`config.mk`:
```
export PLATFORM = sky130hd
export DESIGN_NAME = bcd_adder_2digit_flat
export DESIGN_NICKNAME = d
export VERILOG_FILES = /design/src/rtl/bcd_adder_2digit_if.sv /design/src/rtl/bcd_adder_2digit.sv /design/src/flat_wrapper.sv
export SDC_FILE = /design/constraint.sdc
export NUM_CORES = 1
export LEC_CHECK = 0
export CAP_MARGIN = 20
export CORE_MARGIN = 4
export CORE_UTILIZATION = 25
export CTS_BUF_LIST = sky130_fd_sc_hd__clkbuf_4
export DETAILED_ROUTE_END_ITERATION = 8
export PLACE_DENSITY = 0.55
export SYNTH_ARGS = -nofsm -noshare
export SYNTH_HDL_FRONTEND = slang
export SYNTH_SLANG_ARGS = --single-unit
```
`constraint.sdc`:
```
create_clock -name clk -period 1 [get_ports clk]
set_clock_uncertainty 0.15 [all_clocks]
set_input_delay 0.3 -clock clk [delete_from_list [all_inputs] [get_ports clk]]
set_output_delay 0.3 -clock clk [all_outputs]
set_load 0.01 [all_outputs]
```
`src/rtl/bcd_adder_2digit_if.sv`:
```
// Operand/result bundle for the two-digit packed-BCD adder.
// The master drives the operands. The slave (the adder) returns the registered result.
interface bcd_adder_2digit_if;
  logic       in_vld;
  logic [7:0] a;
  logic [7:0] b;
  logic       cin;
  logic       cout;
  logic [7:0] s;
  logic       out_vld;
  logic       err;

  modport master (
    output in_vld, a, b, cin,
    input  cout, s, out_vld, err
  );

  modport slave (
    input  in_vld, a, b, cin,
    output cout, s, out_vld, err
  );
endinterface : bcd_adder_2digit_if

```
`src/rtl/bcd_adder_2digit.sv`:
```
// Registered two-digit packed-BCD adder with carry-in and carry-out.
// The units digit and the tens digit ripple through c0. The adder corrects
// each digit by adding 6 when the binary digit sum exceeds 9. Any operand
// nibble above 9 is added with the same rule and sets err for that result.
module bcd_adder_2digit (
  input  logic                clk,
  input  logic                rst_n,
  bcd_adder_2digit_if.slave   bus
);

  logic [4:0] t0;
  logic [4:0] t1;
  logic       c0;
  logic [3:0] s0_d;
  logic [3:0] s1_d;
  logic       cout_d;
  logic       err_d;

  logic [7:0] s_q;
  logic       cout_q;
  logic       err_q;
  logic       out_vld_q;

  // Two ripple digit stages with the decimal correction, and the non-BCD flag.
  always_comb begin
    // NOTE: every output of this block gets a value on every path, so no latch is inferred.
    s0_d   = 4'd0;
    s1_d   = 4'd0;
    c0     = 1'b0;
    cout_d = 1'b0;

    // The 5-bit sums hold the worst case 15+15+1 = 31 without overflow.
    t0 = {1'b0, bus.a[3:0]} + {1'b0, bus.b[3:0]} + {4'd0, bus.cin};
    if (t0 > 5'd9) begin
      s0_d = t0[3:0] + 4'd6;   // low nibble of (t0 + 6)
      c0   = 1'b1;
    end else begin
      s0_d = t0[3:0];
    end

    t1 = {1'b0, bus.a[7:4]} + {1'b0, bus.b[7:4]} + {4'd0, c0};
    if (t1 > 5'd9) begin
      s1_d   = t1[3:0] + 4'd6;
      cout_d = 1'b1;
    end else begin
      s1_d = t1[3:0];
    end

    err_d = (bus.a[3:0] > 4'd9) || (bus.a[7:4] > 4'd9) ||
            (bus.b[3:0] > 4'd9) || (bus.b[7:4] > 4'd9);
  end

  // The result registers capture on in_vld and hold otherwise. out_vld follows in_vld.
  always_ff @(posedge clk or negedge rst_n) begin
    if (!rst_n) begin
      s_q       <= 8'h00;
      cout_q    <= 1'b0;
      err_q     <= 1'b0;
      out_vld_q <= 1'b0;
    end else begin
      // NOTE: sequential state uses non-blocking assignments so all registers update together.
      out_vld_q <= bus.in_vld;
      if (bus.in_vld) begin
        s_q    <= {s1_d, s0_d};
        cout_q <= cout_d;
        err_q  <= err_d;
      end
    end
  end

  assign bus.s       = s_q;
  assign bus.cout    = cout_q;
  assign bus.err     = err_q;
  assign bus.out_vld = out_vld_q;

endmodule : bcd_adder_2digit

```
`src/flat_wrapper.sv`:
```
// flat-port wrapper written by rule: the top's interface ports become plain ports
module bcd_adder_2digit_flat 
  (clk, rst_n, bus_in_vld, bus_a, bus_b, bus_cin, bus_cout, bus_s, bus_out_vld, bus_err);
  bcd_adder_2digit_if bus_i ();
  input  logic clk;
  input  logic rst_n;
  input wire logic [$bits(bus_i.in_vld)-1:0] bus_in_vld;
  input wire logic [$bits(bus_i.a)-1:0] bus_a;
  input wire logic [$bits(bus_i.b)-1:0] bus_b;
  input wire logic [$bits(bus_i.cin)-1:0] bus_cin;
  output wire logic [$bits(bus_i.cout)-1:0] bus_cout;
  output wire logic [$bits(bus_i.s)-1:0] bus_s;
  output wire logic [$bits(bus_i.out_vld)-1:0] bus_out_vld;
  output wire logic [$bits(bus_i.err)-1:0] bus_err;
  assign bus_i.in_vld = bus_in_vld;
  assign bus_i.a = bus_a;
  assign bus_i.b = bus_b;
  assign bus_i.cin = bus_cin;
  assign bus_cout = bus_i.cout;
  assign bus_s = bus_i.s;
  assign bus_out_vld = bus_i.out_vld;
  assign bus_err = bus_i.err;
  bcd_adder_2digit u_core (.clk(clk), .rst_n(rst_n), .bus(bus_i));
endmodule
```
* Yosys cells after proc, flatten, opt, wreduce, memory -nomap -nowiden
Cells that the tools add are included.
Word-level totals: memories kept 0, RAM bits 0, flip-flop bits (word level) 11, output and inout port bits 11, bits in read-only memories 0, latch bits 0, logic and storage cells 23, input bits 20
Cells by class: mux-type cells 4, reduce and logical (&&, ||, !) cells 3, shifts and indexed selects 0, divide/modulo/power cells 0, $mul 0, order comparisons 6, $add $sub $neg 6, eq/ne operators 0, bitwise logic cells 0
Operators with widths (count):
- $gt 4x4->1 const B | 4
- $add 4x4->5 | 2
- $add 5x1->5 | 2
- $gt 5x4->1 const B | 2
- $add 4x3->4 const B | 2
- $mux 4 | 2
- $logic_or 1x1->1 | 3
- $mux 1 | 2

* Depth between registers and ports, before layout
depth in word-level cells 7, mapped depth 16, gate-level depth less buffers 16

* Least setup slack after synthesis
Ideal clock, no wire load.
path type input-to-reg, start in bus_cin, end reg u_core.s_q[6] (netlist: u_core.bus.s[6]), data required time 0.783 ns, slack -3.352 ns, cell stages on the path 14, arrival 4.135 ns, library setup time 0.067 ns, buffers on the path 0, path through fa_1 fa_1 xnor2_1 ha_1 a32oi_1 a31oi_2 fa_1 inv_1 fa_1 inv_1 ha_1 or4b_4 a2111o_1 nand3_2
On the way: longest elaborated chain between the ends 6, elaborated cells between the ends (all ways) 7, those cells by class 3 x add/sub; 2 x order compare; 2 x mux
RTL lines:
- start, declared | line flat_wrapper.sv:10 | input wire logic [$bits(bus_i.cin)-1:0] bus_cin;
- $add 5x1->5 (*) | line bcd_adder_2digit.sv:33 | t0 = {1'b0, bus.a[3:0]} + {1'b0, bus.b[3:0]} + {4'd0, bus.cin};
- $gt 5x4->1 (*) | line bcd_adder_2digit.sv:34 | if (t0 > 5'd9) begin
- $mux 1 (*) | line bcd_adder_2digit.sv:34
- $add 5x1->5 (*) | line bcd_adder_2digit.sv:41 | t1 = {1'b0, bus.a[7:4]} + {1'b0, bus.b[7:4]} + {4'd0, c0};
- $add 4x3->4 / $gt 5x4->1 (equally long branches) | line bcd_adder_2digit.sv:43, bcd_adder_2digit.sv:42
- $mux 4 (*) | line bcd_adder_2digit.sv:42 | if (t1 > 5'd9) begin
- end signal, assigned | line bcd_adder_2digit.sv:64 | s_q <= {s1_d, s0_d};
- end, declared | line bcd_adder_2digit.sv:19 | logic [7:0] s_q;
Mark *: on every way between the ends. The rest lies on a longest branch, timed or not. A chain may end at the register's enable or synchronous reset.

* Worst setup path in the final report
start in bus_a[0], end reg u_core.s_q[5] (netlist: u_core.bus.s[5])
On the way: longest elaborated chain between the ends 7, elaborated cells between the ends (all ways) 8, those cells by class 4 x add/sub; 2 x order compare; 2 x mux
RTL lines:
- start, declared | line flat_wrapper.sv:8 | input wire logic [$bits(bus_i.a)-1:0] bus_a;
- $add 4x4->5 (*) | line bcd_adder_2digit.sv:33
- $add 5x1->5 (*) | line bcd_adder_2digit.sv:33
- $gt 5x4->1 (*) | line bcd_adder_2digit.sv:34
- $mux 1 (*) | line bcd_adder_2digit.sv:34
- $add 5x1->5 (*) | line bcd_adder_2digit.sv:41
- $add 4x3->4 / $gt 5x4->1 (equally long branches) | line bcd_adder_2digit.sv:43, bcd_adder_2digit.sv:42
- $mux 4 (*) | line bcd_adder_2digit.sv:42
Marks and branches as above.

==> flow_summary.ini <==
[cts]
cts_buffers = 3
numClockSinks = 11
cts_hold_repair.buffers = 0
worst_skew_pair.late_latency_ns = 0.27
cts_root_buffer = clkbuf_4
htree_num_levels = 1
clk_transition_reported_paths_ns = 0.07
tritoncts_clock_tree = yes
clockBufferDepth = 2

[yosys]
postSynth.topFlopCell = dfrtp_1
synth_seq_cells = 11
yosysSeqAreaShare = 0.294
synthesis.yosys.warnings = 0
synth_area_leader_cell = dfrtp_1
synth-edff-count = 0
avgSynthCellArea_sq_um = 9.85
netlist_instances = 95
yosysUniqueCellTypes = 33
ys_top_cells_by_area = dfrtp_1 29%, ha_1 12%, fa_1 8.6%
yosysTopAreaCellShare = 0.294
mappedNetlistNets = 128
syn-cell-area_sq_um = 936
synth-async-reset-ratio = 1.00

[pwr]
total_leakage_power_nw = 0.793
p_sw_frac = 0.350
max-vdd-ir-drop_mv = 0.367
p_int_mw = 1.62
p_clk_frac = 0.130
report.power.total_mw = 2.49
power.share.combinational = 0.624
power_frac_seq = 0.246
power_density_of_the_placed_cells_mw_per_mm2 = 1460
power_switching_mw = 0.872

[placement]
dp_hpwl_mm = 2.17
gpl.final_weighted_congestion = 0.804
io_buffers = 30
dp.cells = 197
dpl-instance-area_sq_mm = 0.00155

[die]
design.core.area_sq_mm = 0.00347
dieWidth_microns = 69.2
floorplan.initialDensity = 0.270
num_rows = 21
die_height_microns = 69.2
pin_count = 31
die_area_sq_mm = 0.00479

[global_routing]
first_global_vias = 1061
antenna_found_initial = 0
globalRoute.totalOverflow = 0
grt_util_all_layers = 0.116
grt_start_max_net_pins = 12
global_route_wire_length_before_repair_mm = 4.67

[final_layout]
fraction_of_final_layout_cells_with_drive_strength_greater_than_1 = 0.590
fin_nets = 195
finalCoreUtilization = 0.492
num_antenna_cells = 0
num-fill-cells = 372
syn_to_final_growth_pct = 82.5
design_area_sq_mm = 0.00171
fin_cells = 207

[timing]
period_share = 3.96
layout_setup_ws_ns = -2.96
timing_hold_violations_final = 0
fin_setup_tns_ns = -19.95
timing.final.setup_violations = 20
finalMaxSlewViolations = 0
relSlewSlack = 0.701
rsz0062_at_grt = true
clock_period_minus_final_worst_setup_slack_ns = 3.96
fmax_mhz = 253
worst-slew-pin-transition_ns = 0.437

[run_status]
status = finished with violations
violations_in_the_final_reports = setup timing

[drt]
vias_cell = 4.74
wl_mm = 2.82
firstDrtPassIters = 3
wl_per_cell_microns = 13.6
drt_drc_violations_left = 0
first_iter_violations = 26
route.vias.total = 982
drtAntennaViolNets = 0

[job]
cap_violations = 0

[setup_path]
timing_worst_setup_path_type = in -> reg
critical_path.max_fanout = 5
cp-end-kind = flop
timing.critical_path.from_type = primary input
critical_path_arrival_ns = 4.01
critPathRequiredTime_ns = 1.06

[min_path]
timing.hold.worst.class = in -> async
synthesized netlist by cell type (2+ instances only):
cell and count:
clkbuf_1 2, a2111oi_0 2, a21oi_1 4, a2111o_1 2
a21o_1 6, inv_1 6, ha_1 9, dfrtp_1 11
a31oi_1 3, xnor2_1 3, mux2_2 2, and3_1 2
nand2_1 4, fa_1 4, nor2_1 4, nand3_1 4
nand3_2 2, o21ai_0 10
final timing paths:
| kind | start | to | slack [ns] | cells after the start |
|---|---|---|---|---|
| max | bus_a[0] | u_core.bus.s[5]$_DFFE_PN0P_ | -2.96 | 16 |
| min | rst_n | u_core.bus.s[5]$_DFFE_PN0P_ | 0.20 | 2 |
| max reg2reg | u_core.bus.s[1]$_DFFE_PN0P_ | u_core.bus.s[1]$_DFFE_PN0P_ | -0.02 | 2 |
| min reg2reg | u_core.bus.s[7]$_DFFE_PN0P_ | u_core.bus.s[7]$_DFFE_PN0P_ | 0.39 | 2 |
| max in group asynchronous | rst_n | u_core.bus.s[0]$_DFFE_PN0P_ | 0.38 | 2 |
| min in group clk | bus_in_vld | u_core.bus.s[3]$_DFFE_PN0P_ | 0.24 | 3 |
power groups by stage:
stage / Clock, mW / Sequential (mW) / Combinational [mW]
4_1_cts: 0.330 / 0.613 / 1.42
3_3_place_gp: 0 / 0.620 / 1.32
3_5_place_dp: 0 / 0.627 / 1.35
2_1_floorplan: 0 / 0.678 / 0.585
6_report: 0.324 / 0.612 / 1.55
5_1_grt: 0.357 / 0.626 / 1.68
metrics by stage:
step                hold WS, ns  setup WS [ns]
CTS                       0.211          -2.99
finish                    0.204          -2.96
detailed placement        0.356          -3.61
global placement          0.345          -3.52
global route              0.225          -3.09
floorplan                -0.146          -3.09
layout by cell type (no fill, tap or decap), types with 2 or more instances in the layout:
master           instances
buf_4                   26
buf_2                   16
dfrtp_1                 11
buf_6                    9
a21o_1                   6
ha_1                     5
o21ai_0                  4
o21ai_2                  4
nor2_1                   4
a21oi_1                  4
nand3_1                  4
fa_2                     4
ha_4                     4
clkbuf_4                 4
dlygate4sd2_1            4
inv_2                    3
a31oi_1                  3
nand2_1                  3
clkdlybuf4s50_1          3
clkbuf_2                 3
xnor2_4                  2
inv_1                    2
and3_1                   2
a2111o_1                 2
nand3_2                  2
a2111oi_0                2
mux2_4                   2
what timing repair did:
action	in CTS	in global routing
setup buffers	2	6
resized for setup	113	18
pin swaps	21	23
endpoints found under the setup margin	21	21
critical path, cell delays in order:
cell and delay, ns:
buf_6 0.09, fa_2 0.39, fa_2 0.42, xnor2_4 0.25, ha_4 0.17, nand2_2 0.04
a32oi_2 0.19, a31oi_2 0.15, fa_2 0.42, inv_2 0.07, fa_2 0.26, xnor2_4 0.11
ha_4 0.17, or4b_4 0.51, a2111o_1 0.39, nand3_2 0.07
flip-flops by register name, summed over array words and instances, names as in the netlist:
register and cells:
u_core.bus.s 8, u_core.bus.err 1, u_core.bus.cout 1, u_core.bus.out_vld 1
layer usage:
metal | global-route usage | wire (microns) | share of wire | vias up
li1 | - | - | - | 496
met1 | 0.148 | 1310 | 0.46 | 453
met2 | 0.200 | 1360 | 0.48 | 29
met3 | 0.0159 | 112 | 0.040 | 4
met4 | 0.0390 | 42 | 0.015 | 0
met5 | 0 | 0 | 0 | -
kinds of logic after synthesis:
family                   Yosys count  synth area share
AO/OA/AOI/OAI                     36             0.273
AND/OR/NAND/NOR                   22             0.143
adder cells (fa/ha/maj)           13             0.206
flip-flops                        11             0.294
buffers and inverters              8            0.0321
XOR/XNOR                           3            0.0281
multiplexers                       2            0.0241
final cells by class:
cell class,count,area [sq um],area share
Sequential cell,11,275,0.161
Tap cell,46,57.6,0.0337
Multi-Input combinational cell,76,822,0.481
Timing Repair Buffer,64,498,0.292
Clock buffer,4,30.0,0.0176
Inverter,6,25.0,0.0147
Power figures use the tool's default switching activity.
